`config.mk`:
```
export PLATFORM = sky130hd
export DESIGN_NAME = fetch_pc_unit
export DESIGN_NICKNAME = d
export VERILOG_FILES = /design/src/rtl/nand_cpu_pkg.sv /design/src/rtl/fetch_btb.sv /design/src/rtl/fetch_pc_unit.sv
export SDC_FILE = /design/constraint.sdc
export NUM_CORES = 1
export LEC_CHECK = 0
export BUFFER_PORTS_ARGS = -buffer_cell sky130_fd_sc_hd__buf_2
export CORE_MARGIN = 1
export CORE_UTILIZATION = 56
export CTS_CLUSTER_SIZE = 24
export DETAILED_ROUTE_END_ITERATION = 8
export PLACE_DENSITY_LB_ADDON = 0.25
export SYNTH_ARGS = -nofsm -noshare
export SYNTH_HDL_FRONTEND = slang
export SYNTH_SLANG_ARGS = --single-unit
```
`constraint.sdc`:
```
create_clock -name clk -period 12.62 [get_ports clk]
set_clock_uncertainty 0.1 [all_clocks]
set_input_delay 3.155 -clock clk [delete_from_list [all_inputs] [get_ports clk]]
set_output_delay 3.155 -clock clk [all_outputs]
set_load 0.02 [all_outputs]
```
`src/rtl/nand_cpu_pkg.sv`:
```
// Shared fetch-side types: BTB entry layout, counter constants and
// the 2-bit saturating counter helpers.
package nand_cpu_pkg;
    localparam int PC_SIZE      = 16;
    localparam int BTB_IDX_SIZE = 3;
    localparam int BTB_TAG_SIZE = PC_SIZE - BTB_IDX_SIZE;

    localparam logic [1:0] CTR_WEAK_TAKEN = 2'b10;

    typedef struct packed {
        logic                    valid;
        logic [BTB_TAG_SIZE-1:0] tag;
        logic [PC_SIZE-1:0]      target;
        logic [1:0]              ctr;
    } btb_entry_t;

    function automatic logic [1:0] sat_inc(input logic [1:0] c);
        return (c == 2'b11) ? c : c + 2'b01;
    endfunction

    function automatic logic [1:0] sat_dec(input logic [1:0] c);
        return (c == 2'b00) ? c : c - 2'b01;
    endfunction
endpackage

```
`src/rtl/fetch_btb.sv`:
```
// Direct-mapped branch target buffer: combinational lookup port and a
// single clocked update port driven by decode feedback.
module fetch_btb
    import nand_cpu_pkg::*;
#(
    parameter int PC_W      = PC_SIZE,
    parameter int BTB_IDX_W = BTB_IDX_SIZE
) (
    input  logic            clk,
    input  logic            rst,
    input  logic [PC_W-1:0] lookup_pc,
    output logic            predict_taken,
    output logic [PC_W-1:0] predict_target,
    input  logic            upd_valid,
    input  logic            upd_branch,
    input  logic            upd_taken,
    input  logic [PC_W-1:0] upd_pc,
    input  logic [PC_W-1:0] upd_target
);
    localparam int ENTRIES = 1 << BTB_IDX_W;

    btb_entry_t mem [ENTRIES];

    btb_entry_t             lk;
    logic                   lk_hit;
    btb_entry_t             up;
    logic                   up_hit;
    logic [BTB_IDX_W-1:0]   up_idx;

    // Lookup reads the array before this edge's update lands: no bypass.
    assign lk             = mem[lookup_pc[BTB_IDX_W-1:0]];
    assign lk_hit         = lk.valid && (lk.tag == lookup_pc[PC_W-1:BTB_IDX_W]);
    assign predict_taken  = lk_hit & lk.ctr[1];
    assign predict_target = lk_hit ? lk.target : '0;

    assign up_idx = upd_pc[BTB_IDX_W-1:0];
    assign up     = mem[up_idx];
    assign up_hit = up.valid && (up.tag == upd_pc[PC_W-1:BTB_IDX_W]);

    always_ff @(posedge clk or posedge rst) begin
        if (rst) begin
            for (int i = 0; i < ENTRIES; i++) mem[i] <= '0;
        end else if (upd_valid) begin
            if (upd_branch && upd_taken) begin
                if (up_hit) begin
                    mem[up_idx].ctr    <= sat_inc(up.ctr);
                    mem[up_idx].target <= upd_target;
                end else begin
                    mem[up_idx] <= '{valid: 1'b1, tag: upd_pc[PC_W-1:BTB_IDX_W],
                                     target: upd_target, ctr: CTR_WEAK_TAKEN};
                end
            end else if (upd_branch) begin
                if (up_hit) mem[up_idx].ctr <= sat_dec(up.ctr);
            end else if (up_hit) begin
                // A non-branch matching an entry means the entry is stale.
                mem[up_idx].valid <= 1'b0;
            end
        end
    end
endmodule

```
`src/rtl/fetch_pc_unit.sv`:
```
// Fetch PC register with BTB prediction, mispredict detection from decode
// feedback and the prioritised next-PC select.
module fetch_pc_unit
    import nand_cpu_pkg::*;
#(
    parameter int              PC_W      = PC_SIZE,
    parameter int              BTB_IDX_W = BTB_IDX_SIZE,
    parameter logic [PC_W-1:0] RESET_PC  = '0
) (
    input  logic            clk,
    input  logic            rst,
    input  logic            i_stall,
    input  logic            i_fb_valid,
    input  logic            i_fb_branch,
    input  logic [PC_W-1:0] i_fb_pc,
    input  logic            i_fb_predict_taken,
    input  logic [PC_W-1:0] i_fb_predict_target,
    input  logic            i_fb_feedback_taken,
    input  logic [PC_W-1:0] i_fb_feedback_target,
    output logic [PC_W-1:0] o_pc,
    output logic            o_valid,
    output logic            o_predict_taken,
    output logic [PC_W-1:0] o_predict_target,
    output logic            o_flush
);
    logic [PC_W-1:0] pc;
    logic [PC_W-1:0] next_pc;
    logic            actual_taken;
    logic            mispred;

    fetch_btb #(.PC_W(PC_W), .BTB_IDX_W(BTB_IDX_W)) u_btb (
        .clk            (clk),
        .rst            (rst),
        .lookup_pc      (pc),
        .predict_taken  (o_predict_taken),
        .predict_target (o_predict_target),
        .upd_valid      (i_fb_valid),
        .upd_branch     (i_fb_branch),
        .upd_taken      (i_fb_feedback_taken),
        .upd_pc         (i_fb_pc),
        .upd_target     (i_fb_feedback_target)
    );

    // Wrong direction, or right "taken" direction with the wrong target.
    assign actual_taken = i_fb_branch & i_fb_feedback_taken;
    assign mispred = i_fb_valid &
                     ((i_fb_predict_taken != actual_taken) |
                      (actual_taken & i_fb_predict_taken &
                       (i_fb_predict_target != i_fb_feedback_target)));

    assign o_pc    = pc;
    assign o_flush = mispred & ~rst;
    assign o_valid = ~rst & ~mispred;

    always_comb begin
        next_pc = pc + 1'b1;
        if (mispred)              next_pc = actual_taken ? i_fb_feedback_target : i_fb_pc + 1'b1;
        else if (i_stall)         next_pc = pc;
        else if (o_predict_taken) next_pc = o_predict_target;
    end

    always_ff @(posedge clk or posedge rst) begin
        if (rst) pc <= RESET_PC;
        else     pc <= next_pc;
    end
endmodule

```
==> metrics.yaml <==
worst_hold_path:
  hold_class: "reg -> reg"
global_route:
  antenna_found_initial: 1
  grt-ovfl-total: 0
  grt_first_pass_wirelength_um: 60700
  grt_pass1_vias: 10500
  grt_max_degree: 76
  grt.total_usage: 0.297
floorplan:
  start_util: 0.571
  die_x_um: 165
  core_mm2: 0.0261
  die_height_um: 165
  ios: 90
  rows: 59
  die-area_mm2: 0.0273
setup_path:
  cp.arrival_ps: 5400
  crit_slowest_cell: "buf_4"
  startpoint_type: "primary input"
  setup.worst_path.end_class: "output port"
  crit_chain: "buf_2 -> nand2_1 -> buf_4 -> clkinv_1 -> ha_1 -> a21oi_1 -> nor2b_2 -> buf_4 -> and2_1 -> buf_2"
  crit_buf_inv: 5
  path_max_fanout: 29
  cpLargestDelayFamily: "buffers and inverters"
  critical_path_required_ps: 9360
  critical-path-max-stage-delay_ps: 350
  crit_type: "in -> out"
cells_and_area:
  drive_gt1_frac: 0.392
  areaGrowthSynthToFinish_pct: 11.1
  ff_latch_area_mm2: 0.00681
  post-route-util: 0.634
  multi_input_area_mm2: 0.00765
  instances_no_fill: 1585
  layout.nets: 1285
  fill_cells: 2071
  design_area_mm2: 0.0166
status:
  violations: "DRC"
  status: "finished, violations left"
place:
  dp_hpwl_um: 25300
  place.gp.congestion: 0.869
  dp_cells: 1529
  portBuffers: 89
  placedInstanceArea_mm2: 0.0155
  pre_cts_ws_ps: 4010
sta:
  max_freq_mhz: 116
  post-route-period-util: 0.686
  whs_ps: 399
  setup_violations: 0
  hold_violations: 0
  fin_tns_setup_ps: 0
  fin_crit_ps: 8660
  tightestPinTransition_ps: 1030
  rsz0062_at_grt: "false"
  finalMaxSlewViolations: 0
  setup_ws_ps: 3960
  relSlewSlack: 0.315
logic_synthesis:
  ys.flop_type: "dfrtp_1"
  ys_async_sr_fraction: 1.00
  synth-edff-count: 0
  synth_top_area_cell: "dfrtp_1"
  yosysMostFrequentCell: "dfrtp_1"
  synth_warnings: 0
  syn_avg_cell_area_um2: 12.6
  synthTopCellsByArea: "dfrtp_1 (46%), mux2_2 (19%), mux4_2 (9.5%)"
  syn-instance-count: 1188
  ys_seq_area_frac: 0.456
  synthDistinctLibCells: 60
  syn-num-nets: 1247
  synth_top_area_share: 0.456
  synth-seq-cells: 272
  netlist_area_mm2: 0.0149
  yosys-top-cells-count: "dfrtp_1 (272), mux2_2 (253), nand2_1 (84)"
clocking:
  cts_max_path_buffers: 3
  cts_resized: 0
  cts.sinks: 272
  ctsHoldBuffers: 0
  cts_setup_buffers: 0
  cts_tree: "done"
  clkLatencyLatePin_ps: 560
  ctsRootBufferMaster: "clkbuf_16"
  numCtsBuffers: 30
  path_clk_slew_ps: 60
  h-tree-depth: 1
route:
  drc: 13
  viasPerCell: 6.46
  routedWlPerCell_um: 24.8
  drtIter0Drc: 997
  vias: 10200
  drt_wl_total_um: 39300
  dr.pass1.iters: 9
  ant_nets: 0
power:
  peakVddDrop_mv: 0.112
  total_power_mw: 2.86
  p_per_area_mw_per_mm2: 172
  total_leakage_power_nw: 7.35
job:
  drv_cap: 0
cell type report:
class / instances / area share
clock inverters: 19 / 0.0146
multi-input cells: 802 / 0.462
inverters: 13 / 0.00317
well taps: 335 / 0.0253
diodes: 1 / 0.000151
flip-flops and latches: 272 / 0.411
clock buffers: 36 / 0.0491
repair buffers: 107 / 0.0350
placed cells by master, fill, tap and decap left out, types with 15 or more instances in the layout:
cell and count:
buf_4 18, o21ai_0 15, mux2_2 253, clkbuf_16 30, xor2_1 42, xnor2_1 25
dfrtp_1 269, mux4_2 63, nand2_1 84, nor2_1 38, buf_2 89, mux2i_1 72
nand3_1 18, a22oi_1 18
power by group:
| part | switching (mW) | internal [mW] |
|---|---|---|
| Clock | 0.368 | 0.562 |
| Sequential | 0.149 | 1.04 |
| Combinational | 0.355 | 0.384 |
| Total | 0.872 | 1.99 |
state kept, by name, indices dropped and copies added, names as in the netlist:
signal,flops
o_pc,16
u_btb.mem,256
layer usage:
layer	vias up	GRT usage	share of wire
met5	-	0	0
met4	0	0.106	0.030
met3	78	0.0455	0.063
met2	359	0.477	0.48
met1	5326	0.411	0.42
li1	4479	-	-
cell families after synthesis:
group / Yosys count / share of synthesized area
fa+ha+maj: 4 / 0.00335
simple gates: 217 / 0.0695
mux: 400 / 0.343
compound gates: 114 / 0.0561
buf+inv: 114 / 0.0322
flops: 272 / 0.456
xor+xnor: 67 / 0.0393
final timing paths:
kind,start,end,slack (ps),cells past startpoint
max,i_fb_feedback_taken,o_flush,3960,10
min,u_btb.mem[45],u_btb.mem[45],400,1
max reg2reg,o_pc[2],o_pc[14],7670,8
min reg2reg,u_btb.mem[45],u_btb.mem[45],400,1
max in group asynchronous,rst,o_pc[0],7280,5
min in group asynchronous,rst,u_btb.mem[2],2770,3
Note: power is estimated with default switching activity, not from simulation.
